<file path="src/rtl/operand_seq_pkg.sv">
// Shared definitions for the operand sequencer: state encoding, default sizes
// and the memory depth derivation.
package operand_seq_pkg;

    localparam int DATA_WIDTH_DEF = 9;
    localparam int ADDR_WIDTH_DEF = 4;

    localparam logic [2:0] ST_IDLE   = 3'd0;
    localparam logic [2:0] ST_LOAD_A = 3'd1;
    localparam logic [2:0] ST_LOAD_B = 3'd2;
    localparam logic [2:0] ST_RUN    = 3'd3;
    localparam logic [2:0] ST_DONE   = 3'd4;

    typedef enum logic [2:0] {
        S_IDLE   = ST_IDLE,
        S_LOAD_A = ST_LOAD_A,
        S_LOAD_B = ST_LOAD_B,
        S_RUN    = ST_RUN,
        S_DONE   = ST_DONE
    } seq_state_t;

    function automatic int depth_of(input int addr_width);
        return 1 << addr_width;
    endfunction

endpackage

</file>
<file path="src/rtl/operand_sequencer.sv">
// Loads multiplicand/multiplier pairs into a dual-bank operand memory and
// replays them in load order to the Booth multiplier on Start.
//
// state   | meaning
// --------+-----------------------------------------------------------
// IDLE    | waiting for a pair, Start or Clr
// LOAD_A  | writing captured multiplicand to bank 1 at address Count
// LOAD_B  | writing captured multiplier to bank 2, Count increments
// RUN     | presenting pair at Ptr to the multiplier
// DONE    | one-cycle completion pulse
module operand_sequencer
    import operand_seq_pkg::*;
#(
    parameter int DATA_WIDTH = DATA_WIDTH_DEF,
    parameter int ADDR_WIDTH = ADDR_WIDTH_DEF
) (
    input  logic                  Clk,
    input  logic                  Rst,
    input  logic                  In_Valid,
    output logic                  In_Ready,
    input  logic [DATA_WIDTH-1:0] In_A,
    input  logic [DATA_WIDTH-1:0] In_B,
    input  logic                  Start,
    input  logic                  Clr,
    output logic                  Busy,
    output logic                  Done,
    output logic [ADDR_WIDTH:0]   Count,
    output logic [ADDR_WIDTH-1:0] Mem_Addr,
    output logic [DATA_WIDTH-1:0] Mem_Data_In,
    output logic                  Mem_W_En,
    output logic                  Mem_Sel,
    input  logic [DATA_WIDTH-1:0] Mem_Data1_I,
    input  logic [DATA_WIDTH-1:0] Mem_Data2_I,
    output logic                  Op_Valid,
    input  logic                  Op_Ready,
    output logic [DATA_WIDTH-1:0] Op_A,
    output logic [DATA_WIDTH-1:0] Op_B,
    output logic                  Op_Last
);

    localparam logic [ADDR_WIDTH:0] DEPTH_C = (ADDR_WIDTH+1)'(depth_of(ADDR_WIDTH));
    localparam logic [ADDR_WIDTH:0] ONE_C   = (ADDR_WIDTH+1)'(1);

    seq_state_t              state, state_nxt;
    logic [ADDR_WIDTH:0]     count_nxt;
    logic [ADDR_WIDTH:0]     Ptr, ptr_nxt;
    logic [DATA_WIDTH-1:0]   A_r, B_r, a_nxt, b_nxt;

    always_ff @(posedge Clk) begin
        if (Rst) begin
            state <= S_IDLE;
            Count <= '0;
            Ptr   <= '0;
            A_r   <= '0;
            B_r   <= '0;
        end else begin
            state <= state_nxt;
            Count <= count_nxt;
            Ptr   <= ptr_nxt;
            A_r   <= a_nxt;
            B_r   <= b_nxt;
        end
    end

    always_comb begin
        state_nxt   = state;
        count_nxt   = Count;
        ptr_nxt     = Ptr;
        a_nxt       = A_r;
        b_nxt       = B_r;
        In_Ready    = 1'b0;
        Busy        = (state != S_IDLE);
        Done        = 1'b0;
        Mem_Addr    = '0;
        Mem_Data_In = '0;
        Mem_W_En    = 1'b0;
        Mem_Sel     = 1'b0;
        Op_Valid    = 1'b0;
        Op_A        = '0;
        Op_B        = '0;
        Op_Last     = 1'b0;

        unique case (state)
            S_IDLE: begin
                In_Ready = (Count < DEPTH_C) && !Start && !Clr;
                if (Clr) begin
                    count_nxt = '0;
                end else if (Start) begin
                    if (Count == '0) begin
                        state_nxt = S_DONE;
                    end else begin
                        ptr_nxt   = '0;
                        state_nxt = S_RUN;
                    end
                end else if (In_Valid && In_Ready) begin
                    a_nxt     = In_A;
                    b_nxt     = In_B;
                    state_nxt = S_LOAD_A;
                end
            end
            S_LOAD_A: begin
                Mem_W_En    = 1'b1;
                Mem_Addr    = Count[ADDR_WIDTH-1:0];
                Mem_Data_In = A_r;
                state_nxt   = S_LOAD_B;
            end
            S_LOAD_B: begin
                Mem_W_En    = 1'b1;
                Mem_Sel     = 1'b1;
                Mem_Addr    = Count[ADDR_WIDTH-1:0];
                Mem_Data_In = B_r;
                count_nxt   = Count + ONE_C;
                state_nxt   = S_IDLE;
            end
            S_RUN: begin
                // Read is combinational, so operands track Mem_Addr in the same cycle.
                Mem_Addr = Ptr[ADDR_WIDTH-1:0];
                Op_Valid = 1'b1;
                Op_A     = Mem_Data1_I;
                Op_B     = Mem_Data2_I;
                Op_Last  = (Ptr == Count - ONE_C);
                if (Op_Ready) begin
                    if (Op_Last) state_nxt = S_DONE;
                    else         ptr_nxt   = Ptr + ONE_C;
                end
            end
            S_DONE: begin
                Done      = 1'b1;
                state_nxt = S_IDLE;
            end
            default: state_nxt = S_IDLE;
        endcase
    end

endmodule

</file>
<file path="config.mk">
export PLATFORM = sky130hd
export DESIGN_NAME = operand_sequencer
export DESIGN_NICKNAME = d
export VERILOG_FILES = /design/src/rtl/operand_seq_pkg.sv /design/src/rtl/operand_sequencer.sv
export SDC_FILE = /design/constraint.sdc
export NUM_CORES = 1
export LEC_CHECK = 0
export CORE_MARGIN = 2
export CORE_UTILIZATION = 39
export DETAILED_ROUTE_END_ITERATION = 16
export PLACE_DENSITY = 0.8
export SYNTH_ARGS = -nofsm -noshare
export SYNTH_HDL_FRONTEND = slang
export SYNTH_SLANG_ARGS = --single-unit
</file>
<file path="constraint.sdc">
create_clock -name Clk -period 2.42 [get_ports Clk]
set_clock_uncertainty 0.05 [all_clocks]
set_input_delay 0.484 -clock Clk [delete_from_list [all_inputs] [get_ports Clk]]
set_output_delay 0.484 -clock Clk [all_outputs]
set_load 0.02 [all_outputs]
</file>
==> flow_summary.toml, run 1 <==
[clock_tree]
cts.path.max_buffers = 2
clkLatencyLatePin_ps = 290
clock_sinks = 31
cts.htree.levels = 2
cts-root-buf = "clkbuf_8"
cts_tree = "done"
numCtsBuffers = 5
cts.clk_slew.worst_paths_ps = 70

[power]
p_leak_uw = 0.001453
p_switching_uw = 386.2
switching_share_pct = 27.43
p_comb_share_pct = 22.6
power.density_nw_per_um2 = 463.6
intPower_uw = 1022
ir_drop_v = 0.0002688
p_clk_share_pct = 38.6
seqPwrFrac_pct = 38.9

[job]
drv_cap = 0

[cells_and_area]
final_common_cell = "clkdlybuf4s50_1"
fin_cells = 394
layout_common_cells = "clkdlybuf4s50_1, nand2_1, dfxtp_1, a21oi_1, buf_4"
antenna_cells = 0
syn_to_final_growth_pct = 65.89
drive_above_1_share_pct = 15.50
layout.nets = 386

[critical_path]
worstSetupPathType = "reg2out"
crit_family = "buffers and inverters"
cp_slowest_cell = "clkdlybuf4s50_1"
required_ps = 1890
path_buf_inv = 3
start_kind = "flop"
crit_chain = "nand3b_1 > buf_4 > inv_4 > and2_1 > clkdlybuf4s50_1"
critPathCaptureType = "primary output"
arrival_ps = 1850
critPathMaxStageDelay_ps = 610
cp_max_fo = 13

[logic_synthesis]
yosys_warnings = 0
syn-num-nets = 279
synth_seq_cells = 31
ys_types = 44
ys_seq_area_share_pct = 33.90
syn_area_sq_um = 1831
avgSynthCellArea_sq_um = 7.823
syn_inst = 234

[floorplan]
dieArea_sq_um = 5258
die_width_um = 72.51
ioPinCount = 85
die-height_um = 72.51
start_util_pct = 41.19
num_rows = 24
core_sq_um = 4444

[global_route]
grt_usage_pct = 22.74
grt_overflow = 0
grt_max_degree = 31
grt_pass1_vias = 2028
grt_pass1_wl_um = 9411
antenna_found_initial = 0

[route]
drtIter0Drc = 115
firstDrtPassIters = 4
ant_nets = 0
finalWirelength_um = 6034
vias_per_cell = 5.279
routed_wire_length_per_instance_um = 15.31
drc = 0
vias = 2080

[outcome]
status = "completed"

[sta]
slew-limit-headroom_pct = 61.79
whs_ps = 402.9
tightest_slew_ps = 571.8
finalCritPeriodShare_pct = 98.41
period_minus_slack_ps = 2382
hold_viol_final = 0
max_freq_mhz = 419.9
finalSetupViolCount = 0
drv_slew = 0

[placed_design]
port-buffer-count = 84
dp_cells = 379
gp_congestion = 0.9075
dp_hpwl_um = 4153

[worst_hold_path]
hold_path.class = "reg2reg"
==> final cells by class <==
class / instances / area, sq um
fill: 373 / 1408
timing repair buffer: 111 / 1070
inverter: 8 / 32.53
clock inverter: 2 / 35.03
tap: 52 / 65.06
multi-input combinational: 182 / 1115
clock buffer: 6 / 82.58
timing repair inverter: 2 / 12.51
sequential: 31 / 624.3
==> Yosys cell counts, drive strengths merged <==
| cell type | instances | share of area [%] |
|---|---|---|
| clkbuf | 9 | 1.8 |
| nor2 | 15 | 3.1 |
| a22oi | 11 | 4.5 |
| and2 | 20 | 6.8 |
| o21a | 1 | 0.41 |
| nand2b | 6 | 2.1 |
| o31a | 1 | 0.48 |
| ha | 3 | 2.1 |
| inv | 8 | 1.6 |
| nor3b | 4 | 2.5 |
| dfxtp | 31 | 34 |
| o22ai | 2 | 0.68 |
| nor3 | 6 | 2.3 |
| o21ai | 6 | 1.8 |
| nor4 | 2 | 1.5 |
| nor2b | 2 | 0.68 |
| xnor2 | 4 | 1.9 |
| a211oi | 1 | 0.68 |
| nand3 | 5 | 1.6 |
| xnor3 | 1 | 1.2 |
| mux2i | 1 | 0.55 |
| a41oi | 2 | 0.96 |
| and2b | 1 | 0.41 |
| o41ai | 1 | 0.89 |
| nand3b | 3 | 1.2 |
| a31oi | 2 | 0.68 |
| a22o | 3 | 1.4 |
| a21oi | 29 | 8.1 |
| nand2 | 43 | 8.8 |
| a311oi | 2 | 0.96 |
| o32ai | 1 | 0.48 |
| xor2 | 2 | 0.96 |
| buf | 4 | 2.1 |
| or3 | 2 | 0.68 |
==> tightest hold or removal path, cell delays in order, from the launching register on <==
cell	delay, ps
dfxtp_1	310
nand2_1	50
a21oi_1	50
==> logic make-up (layout without fill, tap and decap cells) <==
family | after synthesis | count (layout) | synth area share (%)
buffers and inverters | 21 | 129 | 5.536
AO/OA/AOI/OAI | 62 | 62 | 22.15
flip-flops | 31 | 31 | 33.90
multiplexers | 1 | 1 | 0.5468
XOR/XNOR | 7 | 7 | 4.101
AND/OR/NAND/NOR | 109 | 109 | 31.72
adder cells (fa/ha/maj) | 3 | 3 | 2.051
==> flip-flops by register name, summed over array words and instances, names as in the netlist <==
name,cells
A_r,9
B_r,9
Count,5
Ptr,5
state,3
==> power groups by stage <==
stage          Combinational [uW]  Clock (uW)  Sequential [uW]
2_1_floorplan                 153           0              554
3_3_place_gp                  307           0              556
3_5_place_dp                  311           0              557
4_1_cts                       314         545              547
5_1_grt                       339         573              549
6_report                      318         543              547
==> routing by layer <==
metal  global-route usage (%)  up-vias  share of wire, %
li1                         -     1024                 -
met5                        0        -                 0
met1                    27.01      977                41
met2                    40.88       63                52
met4                    8.848        0               2.1
met3                    3.611       16               4.4
==> path summary, 6_finish.rpt <==
check | cells after the start | endpoint | start | slack, ps
setup reg to reg | 8 | Ptr[4]$_SDFFE_PP0P_ | Count[1]$_SDFFE_PP0P_ | 320
hold reg to reg | 2 | A_r[1]$_SDFFE_PP0P_ | A_r[1]$_SDFFE_PP0P_ | 400
hold / removal | 2 | A_r[1]$_SDFFE_PP0P_ | A_r[1]$_SDFFE_PP0P_ | 400
setup / recovery | 5 | Op_A[6] | state[2]$_SDFFE_PP0P_ | 40
==> timing repair <==
item / CTS / global route
setup buffers: 3 / 2
cloned: 1 / 1
hold buffers: 0 / 0
gates resized for setup: 15 / 17
endpoints found under the setup margin: 34 / 18
pin swaps: 1 / 0
==> per-stage QoR <==
step           setup TNS (ps)  power [uW]  setup slack, ps  utilization [%]  instance area (sq um)
3_5_place_dp           -45.50       868.0           -45.50            63.82                   2836
4_1_cts                     0        1406            24.15            67.12                   2983
3_3_place_gp           -49.53       863.4           -49.53            63.82                   2836
6_report                    0        1408            38.40            68.33                   3037
5_1_grt                -1.425        1460           -1.425            68.33                   3037
2_1_floorplan               0       707.4            142.4                -                   1837
(Power assumes the default switching activity.)
==> run 2, diff against run 1 <==
--- a/config.mk
+++ b/config.mk
@@ -5,10 +5,10 @@
 export SDC_FILE = /design/constraint.sdc
 export NUM_CORES = 1
 export LEC_CHECK = 0
-export CORE_MARGIN = 2
 export CORE_UTILIZATION = 39
 export DETAILED_ROUTE_END_ITERATION = 16
 export PLACE_DENSITY = 0.8
+export SLEW_MARGIN = 20
 export SYNTH_ARGS = -nofsm -noshare
 export SYNTH_HDL_FRONTEND = slang
 export SYNTH_SLANG_ARGS = --single-unit
==> flow_summary.toml, run 2 (synthesis gave the netlist of run 1 again) <==
[critical_path]
ff2ff_path_depth = 8
arrival_ps = 1860
start_kind = "flop"
cp_max_fo = 10
ff2ff_setup_slack_ps = 360
critPathMaxStageDelay_ps = 530
worstSetupPathType = "reg2out"
timing.rr.end = "Ptr[3]$_SDFFE_PP0P_"
startpoint = "state[2]$_SDFFE_PP0P_"
crit_chain = "nand3b_1 > buf_4 > clkinvlp_4 > and2_1 > clkdlybuf4s50_1"
cp_slowest_cell = "clkdlybuf4s50_1"
critPathCaptureType = "primary output"
r2r_start = "Count[0]$_SDFFE_PP0P_"
crit_end = "Op_B[5]"
required_ps = 1890

[cells_and_area]
drive_above_1_share_pct = 14.41
layout.nets = 384
syn_to_final_growth_pct = 65.07
antenna_cells = 0
fin_area_sq_um = 3022
layout_common_cells = "clkdlybuf4s50_1, nand2_1, dfxtp_1, a21oi_1, buf_4"
final_common_cell = "clkdlybuf4s50_1"
top_regs = "A_r: 9 flops, B_r: 9 flops"

[global_route]
grt_pass1_vias = 2013
grt_pass1_wl_um = 9218
antenna_found_initial = 0
grt_usage_pct = 23.00
grt_overflow = 0
grt_max_degree = 31

[floorplan]
start_util_pct = 41.19
ioPinCount = 85
dieArea_sq_um = 4972
num_rows = 24
die_width_um = 70.51
die-height_um = 70.51
core_sq_um = 4444

[placed_design]
port-buffer-count = 84
place_area_sq_um = 2844
gp_congestion = 0.8694
dp_hpwl_um = 4023

[clock_tree]
clock_sinks = 31
cts.path.max_buffers = 2
cts_tree = "done"
numCtsBuffers = 5
cts.htree.levels = 2
clkLatencyLatePin_ps = 280
cts-root-buf = "clkbuf_8"
cts.clk_slew.worst_paths_ps = 60

[sta]
whs_ps = 404.1
hold_viol_final = 0
tightest_slew_ps = 566.4
slew-limit-headroom_pct = 62.15
finalCritPeriodShare_pct = 98.79
period_minus_slack_ps = 2391
finalSetupViolCount = 0
max_freq_mhz = 418.3
drv_slew = 0

[route]
finalWirelength_um = 5608
drtIter0Drc = 105
vias = 2053
vias_per_cell = 5.237
routed_wire_length_per_instance_um = 14.31
drc = 5
ant_nets = 0
firstDrtPassIters = 10

[power]
p_leak_uw = 0.001486
total_power_uw = 1313
power.density_nw_per_um2 = 434.4
ir_drop_v = 0.0003300

[worst_hold_path]
hold_path.class = "reg2reg"

[job]
drv_cap = 0

[outcome]
status = "finished, violations left"
violations = "DRC"
==> run 2: changes by cell type in the layout (fill, tap and decap cells not counted), sizes merged, moves of 2 or more <==
cell and delta:
clkbuf +3, dlygate4sd2 -5, dlymetal6s2s +4, buf -2
==> run 2: worst min path at each step <==
stage	start	endpoint	slack, ps	cells past startpoint
final	B_r[8]$_SDFFE_PP0P_	B_r[8]$_SDFFE_PP0P_	400	2
after global routing	B_r[1]$_SDFFE_PP0P_	B_r[1]$_SDFFE_PP0P_	420	2
after CTS	A_r[7]$_SDFFE_PP0P_	A_r[7]$_SDFFE_PP0P_	410	2
after detailed placement	A_r[7]$_SDFFE_PP0P_	A_r[7]$_SDFFE_PP0P_	400	2
after global placement	A_r[6]$_SDFFE_PP0P_	A_r[6]$_SDFFE_PP0P_	390	2
after floorplan	A_r[0]$_SDFFE_PP0P_	A_r[0]$_SDFFE_PP0P_	390	2
==> run 2: area by class of cell <==
type / instances / area, sq um
Fill cell: 357 / 1423
Multi-Input combinational cell: 182 / 1115
Timing Repair Buffer: 110 / 1079
Sequential cell: 31 / 623.1
Clock buffer: 8 / 100.1
Tap cell: 52 / 65.06
Inverter: 8 / 32.53
Timing Repair inverter: 1 / 7.507
==> run 2: critical path: cells and delay by family, from the launching register on <==
family | cells | cell delay (ps)
flops | 1 | 380
simple gates | 2 | 340
buf+inv | 3 | 860
==> run 2: stage by stage <==
step	setup slack [ps]	cells	util, %	TNS (ps)
finish	29.20	392	67.99	0
global route	-22.90	392	67.99	-23.04
CTS	2.132	391	66.78	0
detailed placement	-63.95	380	63.99	-63.95
global placement	-53.78	380	63.99	-53.78
floorplan	142.4	234	-	0
==> run 2: timing repair <==
item                       4_1_cts  5_1_grt
hold buffers                     0        0
pin swaps                        1        0
setup buffers                    2        1
gates cloned                     1        0
setup endpoints to repair       34       22
resized for setup                6       23
==> run 2: power by group <==
part           total, uW  internal (uW)  switching (uW)
sequential           546            530            16.4
clock                446            259             186
combinational        320            163             157
total               1310            953             360
==> run 2: layer usage <==
metal	up-vias	wire [um]	share of wire, %	track usage, %
met5	-	0	0	0
met4	0	44	0.78	6.803
met3	6	311	5.5	3.463
met2	57	2890	52	40.13
met1	965	2362	42	29.30
li1	1025	-	-	-
==> patch 1, RTL diff (flow settings as in run 2) <==
Change the package constant `DATA_WIDTH_DEF` from 9 to 18.
--- a/src/rtl/operand_seq_pkg.sv
+++ b/src/rtl/operand_seq_pkg.sv
@@ -2,7 +2,7 @@
 // and the memory depth derivation.
 package operand_seq_pkg;
 
-    localparam int DATA_WIDTH_DEF = 9;
+    localparam int DATA_WIDTH_DEF = 18;
     localparam int ADDR_WIDTH_DEF = 4;
 
     localparam logic [2:0] ST_IDLE   = 3'd0;
Ports: changed (7 resized); port bits go from 85 to 148. No check against the original RTL was run, so the function may have changed too.
==> patch 1 against run 2 <==
- the run ends with setup timing left
- sequential share of layout area up 1.2 points
- total power up 34%
- critical path depth up 2
- count of clock-buffer cells in the layout down 2
- synthesized area up 45%
- sequential cell count up 18
- routed wire length up 50%
- worst setup slack worse by 0.073 ns
- final area up 49%
==> patch 1: results (changes against run 2) <==
stage,metric,value,unit,change
place,post-detail-place hpwl,6.27,mm,was 4.02 mm
synthesis,Post-Syn Nets,427,,was 279
cells_and_area,layout cell share with drive strength beyond 1,12.5,%,was 14.4%
cells_and_area,largest registers,"A_r (18), B_r (18)",,"was A_r (9), B_r (9)"
place,port bufs,147,,was 84
clock_tree,"Clk Latency, worst-skew pair",0.31,ns,was 0.28 ns
worst_setup_path,Crit-path slowest cell,or4_4,,was clkdlybuf4s50_1
route,drt pass-1 iters,6,,was 10
sta,TNS Setup,-0.0443,ns,was 0 ns
synthesis,"Avg Cell Area, Syn",7.69,um^2,was 7.82 um^2
worst_setup_path,R2R cell count,10,,was 8
global_route,largest net degree at the start of global routing,44,,was 31
sta,worst setup slack after layout,-0.0443,ns,was 0.0292 ns
cells_and_area,nets@finish,592,,was 384
global_route,met2 Use GR,40.7,%,was 40.1%
route,DR iter-0 viols,161,,was 105
synthesis,Yosys cell types,43,,was 44
synthesis,post-synthesis xor/xnor area fraction,3.25,%,was 4.10%
run_status,status,"complete, but fails checks",,unchanged
synthesis,top post-synthesis cells by count,"nand2_1 (88), a21oi_1 (50), dfxtp_1 (49), and2_1 (39), a22o_1 (18)",,"was nand2_1 (43), dfxtp_1 (31), a21oi_1 (28), and2_1 (20), nor2_1 (15)"
worst_setup_path,FF-to-FF End,Ptr[4],,was Ptr[3]
place,RD Place Congestion,0.865,,was 0.869
synthesis,mux contribution to synthesized area,0.376,%,was 0.547%
place,Inst Count DP,579,,was 380
sta,"Setup violations, final",1,,was 0
global_route,GRT Util Overall,23.4,%,was 23.0%
synthesis,top area cells in the synthesized netlist,"dfxtp_1 (37%), nand2_1 (12%), a21oi_1 (9.4%)",,"was dfxtp_1 (34%), nand2_1 (8.8%), a21oi_1 (7.7%)"
route,final WL,8.39,mm,was 5.61 mm
power_and_ir_drop,VDD IR max,0.341,mV,was 0.330 mV
global_route,M1 GR Usage,29.1,%,was 29.3%
run_status,failing checks,setup timing,,was DRC
worst_setup_path,crit path from,Count[1],,was state[2]
synthesis,Synth Area in Compound Gates,19.6,%,was 22.1%
global_route,GR met3 Demand/Resource,5.60,%,was 3.46%
## patch 1: cell count changes after synthesis, moves of 4 or more
cell / change
nand2_1: +45
a21oi_1: +22
and2_1: +19
dfxtp_1: +18
a22o_1: +15
a22oi_1: -11
nand3_1: +7
nor2_1: -6
buf_2: +5
clkbuf_1: +5
nand2b_1: -5
nor3_1: -4
## patch 1: power groups by stage
stage	Combinational, W	Clock (W)	Sequential (W)
finish	0.000287	0.000629	0.000842
detailed placement	0.000285	0	0.000860
CTS	0.000285	0.000635	0.000842
floorplan	0.000105	0	0.000858
global placement	0.000281	0	0.000859
global route	0.000311	0.000670	0.000845
## patch 1: tightest hold or removal path: stages (launching register included)
cell,delay (ns)
dfxtp_1,0.32
nand2_1,0.05
a21oi_1,0.05
## patch 1: timing repair
item	in CTS	in global routing
gates cloned	0	0
pin swaps	0	4
setup endpoints to repair	63	4
setup buffers	0	2
resized for setup	69	7
## patch 1: worst min-delay path by stage
| stage | depth (start not counted) | end | start |
|---|---|---|---|
| floorplan | 2 | A_r[0] | A_r[0] |
| global route | 2 | A_r[11] | A_r[11] |
| global placement | 2 | A_r[13] | A_r[13] |
| CTS | 2 | A_r[11] | A_r[11] |
| detailed placement | 2 | A_r[11] | A_r[11] |
| finish | 2 | A_r[16] | A_r[16] |
## patch 1: cells by family (layout without fill, tap and decap cells)
logic type / Yosys count / in the layout
fa+ha+maj: 3 / 3
flops: 49 / 49
xor+xnor: 9 / 9
buf+inv: 34 / 200
mux: 1 / 1
simple gates: 166 / 166
compound gates: 84 / 84
## patch 1: through the flow
| stage | power [W] | utilization [%] | setup WS [ns] | hold slack (ns) |
|---|---|---|---|---|
| 3_3_place_gp | 0.00114 | 68.1 | -0.206 | 0.392 |
| 5_1_grt | 0.00183 | 69.7 | -0.130 | 0.434 |
| 3_5_place_dp | 0.00115 | 68.1 | -0.254 | 0.398 |
| 4_1_cts | 0.00176 | 69.1 | -0.106 | 0.410 |
| 2_1_floorplan | 0.000963 | - | 0.0678 | 0.386 |
| 6_report | 0.00176 | 69.7 | -0.0443 | 0.409 |
## patch 1: layout make-up
cell class / count / area [um^2]
inverter: 8 / 30.0
tap: 77 / 96.3
sequential: 49 / 983
clock inverter: 2 / 41.3
fill: 551 / 1960
clock buffer: 6 / 82.6
multi-input combinational: 263 / 1540
timing repair buffer: 184 / 1730
## patch 1: metal layers
layer	wire [um]	vias up
met3	478	9
li1	-	1497
met4	66	0
met2	4240	87
met1	3600	1394
met5	0	-
==> patch 2, RTL diff (flow settings as in run 2) <==
Without the edit above. Put one more register stage on the output `Count`, with the module's reset. The value now appears one clock later. The other outputs are not delayed to match.
--- a/src/rtl/operand_sequencer.sv
+++ b/src/rtl/operand_sequencer.sv
@@ -41,6 +41,8 @@
     localparam logic [ADDR_WIDTH:0] DEPTH_C = (ADDR_WIDTH+1)'(depth_of(ADDR_WIDTH));
     localparam logic [ADDR_WIDTH:0] ONE_C   = (ADDR_WIDTH+1)'(1);
 
+    logic [ADDR_WIDTH:0] Count_s0;
+
     seq_state_t              state, state_nxt;
     logic [ADDR_WIDTH:0]     count_nxt;
     logic [ADDR_WIDTH:0]     Ptr, ptr_nxt;
@@ -49,13 +51,13 @@
     always_ff @(posedge Clk) begin
         if (Rst) begin
             state <= S_IDLE;
-            Count <= '0;
+            Count_s0 <= '0;
             Ptr   <= '0;
             A_r   <= '0;
             B_r   <= '0;
         end else begin
             state <= state_nxt;
-            Count <= count_nxt;
+            Count_s0 <= count_nxt;
             Ptr   <= ptr_nxt;
             A_r   <= a_nxt;
             B_r   <= b_nxt;
@@ -64,7 +66,7 @@
 
     always_comb begin
         state_nxt   = state;
-        count_nxt   = Count;
+        count_nxt   = Count_s0;
         ptr_nxt     = Ptr;
         a_nxt       = A_r;
         b_nxt       = B_r;
@@ -82,11 +84,11 @@
 
         unique case (state)
             S_IDLE: begin
-                In_Ready = (Count < DEPTH_C) && !Start && !Clr;
+                In_Ready = (Count_s0 < DEPTH_C) && !Start && !Clr;
                 if (Clr) begin
                     count_nxt = '0;
                 end else if (Start) begin
-                    if (Count == '0) begin
+                    if (Count_s0 == '0) begin
                         state_nxt = S_DONE;
                     end else begin
                         ptr_nxt   = '0;
@@ -100,16 +102,16 @@
             end
             S_LOAD_A: begin
                 Mem_W_En    = 1'b1;
-                Mem_Addr    = Count[ADDR_WIDTH-1:0];
+                Mem_Addr    = Count_s0[ADDR_WIDTH-1:0];
                 Mem_Data_In = A_r;
                 state_nxt   = S_LOAD_B;
             end
             S_LOAD_B: begin
                 Mem_W_En    = 1'b1;
                 Mem_Sel     = 1'b1;
-                Mem_Addr    = Count[ADDR_WIDTH-1:0];
+                Mem_Addr    = Count_s0[ADDR_WIDTH-1:0];
                 Mem_Data_In = B_r;
-                count_nxt   = Count + ONE_C;
+                count_nxt   = Count_s0 + ONE_C;
                 state_nxt   = S_IDLE;
             end
             S_RUN: begin
@@ -118,7 +120,7 @@
                 Op_Valid = 1'b1;
                 Op_A     = Mem_Data1_I;
                 Op_B     = Mem_Data2_I;
-                Op_Last  = (Ptr == Count - ONE_C);
+                Op_Last  = (Ptr == Count_s0 - ONE_C);
                 if (Op_Ready) begin
                     if (Op_Last) state_nxt = S_DONE;
                     else         ptr_nxt   = Ptr + ONE_C;
@@ -132,5 +134,13 @@
         endcase
     end
 
+    always_ff @(posedge Clk) begin
+        if (Rst) begin
+            Count <= '0;
+        end else begin
+            Count <= Count_s0;
+        end
+    end
+
 endmodule
 
Check against the original RTL: not equivalent (Yosys sat finds a counterexample within 4 cycles, from zero or initial values and one cycle with Rst high).
==> patch 2 against run 2 <==
- synthesized area grew 8.1%
- largest cell class unchanged
- register-to-register slack gained 0.15 ns
- final area grew 6.6%
- count of clock-buffer cells in the layout shrank 3
- routed wire length grew 0.73%
- sequential cell count grew 5
- worst setup slack gained 0.072 ns
- critical path depth grew 2
- total power shrank 0.54%
==> patch 2: results (changes against run 2) <==
stage,metric,value,unit,change
run_status,status,finished clean,,"was complete, but fails checks"
worst_setup_path,"CP delay by family, top",compound AO/OA/AOI/OAI gates,,was buffers and inverters
power_and_ir_drop,Pleak,1.67,nW,was 1.49 nW
global_route,GRT Util Overall,22.8,%,was 23.0%
route,drt pass-1 iters,4,,was 10
synthesis,mux contribution to synthesized area,0.506,%,was 0.547%
worst_setup_path,Critical Path AT,1.78,ns,was 1.86 ns
worst_setup_path,CP max stage delay,0.35,ns,was 0.53 ns
synthesis,Yosys cell types,49,,was 44
cells_and_area,sequential share of cell area,22.5,%,was 20.6%
synthesis,post-synthesis sequential area ratio,36.4,%,was 33.9%
cells_and_area,multi-input logic portion of the cell area,36.0,%,was 36.9%
power_and_ir_drop,VDD IR max,0.295,mV,was 0.330 mV
synthesis,post-synthesis xor/xnor area fraction,3.04,%,was 4.10%
worst_hold_path,worst hold start,B_r[1],,was B_r[8]
cells_and_area,buffer share of cell area,35.4,%,was 35.7%
route,DR iter-0 viols,167,,was 105
global_route,largest net degree at the start of global routing,20,,was 31
cells_and_area,CLK BUF,5,,was 8
global_route,first-pass GRT wire length,9.47,mm,was 9.22 mm
synthesis,Post-Synth Adder-Cell Area,1.90,%,was 2.05%
place,RD Place Congestion,0.887,,was 0.869
cells_and_area,layout cell share with drive strength beyond 1,17.5,%,was 14.4%
worst_setup_path,crit path from,Count_s0[1],,was state[2]
cells_and_area,fill count,424,,was 357
worst_setup_path,flop2flop setup slack,0.51,ns,was 0.36 ns
worst_setup_path,Worst R2R Start,state[1],,was Count[0]
place,post-detail-place hpwl,4.40,mm,was 4.02 mm
worst_setup_path,CP Max Fanout,5,,was 10
cells_and_area,nets@finish,408,,was 384
worst_setup_path,FF-to-FF End,B_r[6],,was Ptr[3]
worst_hold_path,WHS Endpoint,B_r[1],,was B_r[8]
synthesis,Post-Syn Nets,299,,was 279
synthesis,Synth Area in Compound Gates,20.3,%,was 22.1%
global_route,number of global-route vias before repair,2031,,was 2013
cells_and_area,area grow syn2layout,62.9,%,was 65.1%
worst_setup_path,CP endpoint,Op_Last,,was Op_B[5]
route,Vias,2166,,was 2053
power_and_ir_drop,Clk pwr share,28.3,%,was 34.0%
clock_tree,clock sink count,36,,was 31
cells_and_area,clock network area share,2.14,%,was 3.31%
power_and_ir_drop,combinational power,0.000308,W,was 0.000320 W
worst_setup_path,Crit-path slowest cell,a2111oi_4,,was clkdlybuf4s50_1
power_and_ir_drop,Pint,0.000952,W,was 0.000953 W
route,final WL,5.65,mm,was 5.61 mm
synthesis,Synthesis Warnings,0,,unchanged
cells_and_area,Inverters,12,,was 9
sta,hold_ws,0.404,ns,about the same
## patch 2: per-layer routing
| metal | global-route usage, % | up-vias | part of all wire [%] |
|---|---|---|---|
| met2 | 37.3 | 57 | 49 |
| li1 | - | 1096 | - |
| met3 | 3.73 | 7 | 4.2 |
| met5 | 0 | - | 0 |
| met4 | 6.32 | 0 | 0.89 |
| met1 | 31.0 | 1006 | 45 |
## patch 2: per-stage QoR
step / setup TNS (ns) / instance area (um^2) / worst slack (ns) / std cells / total power [W]
finish: 0 / 3220 / 0.102 / 428 / 0.00131
global placement: -0.267 / 3080 / -0.183 / 423 / 0.000942
floorplan: 0 / 1980 / 0.0745 / 254 / 0.000783
CTS: -0.0465 / 3140 / -0.0465 / 428 / 0.00131
detailed placement: -0.321 / 3080 / -0.229 / 423 / 0.000944
global route: 0 / 3220 / 0.0154 / 428 / 0.00137
## patch 2: timing repair
item,4_1_cts,5_1_grt
resized for setup,19,31
hold buffers,0,0
setup buffers,0,0
pin swaps,1,4
setup endpoints to repair,34,22
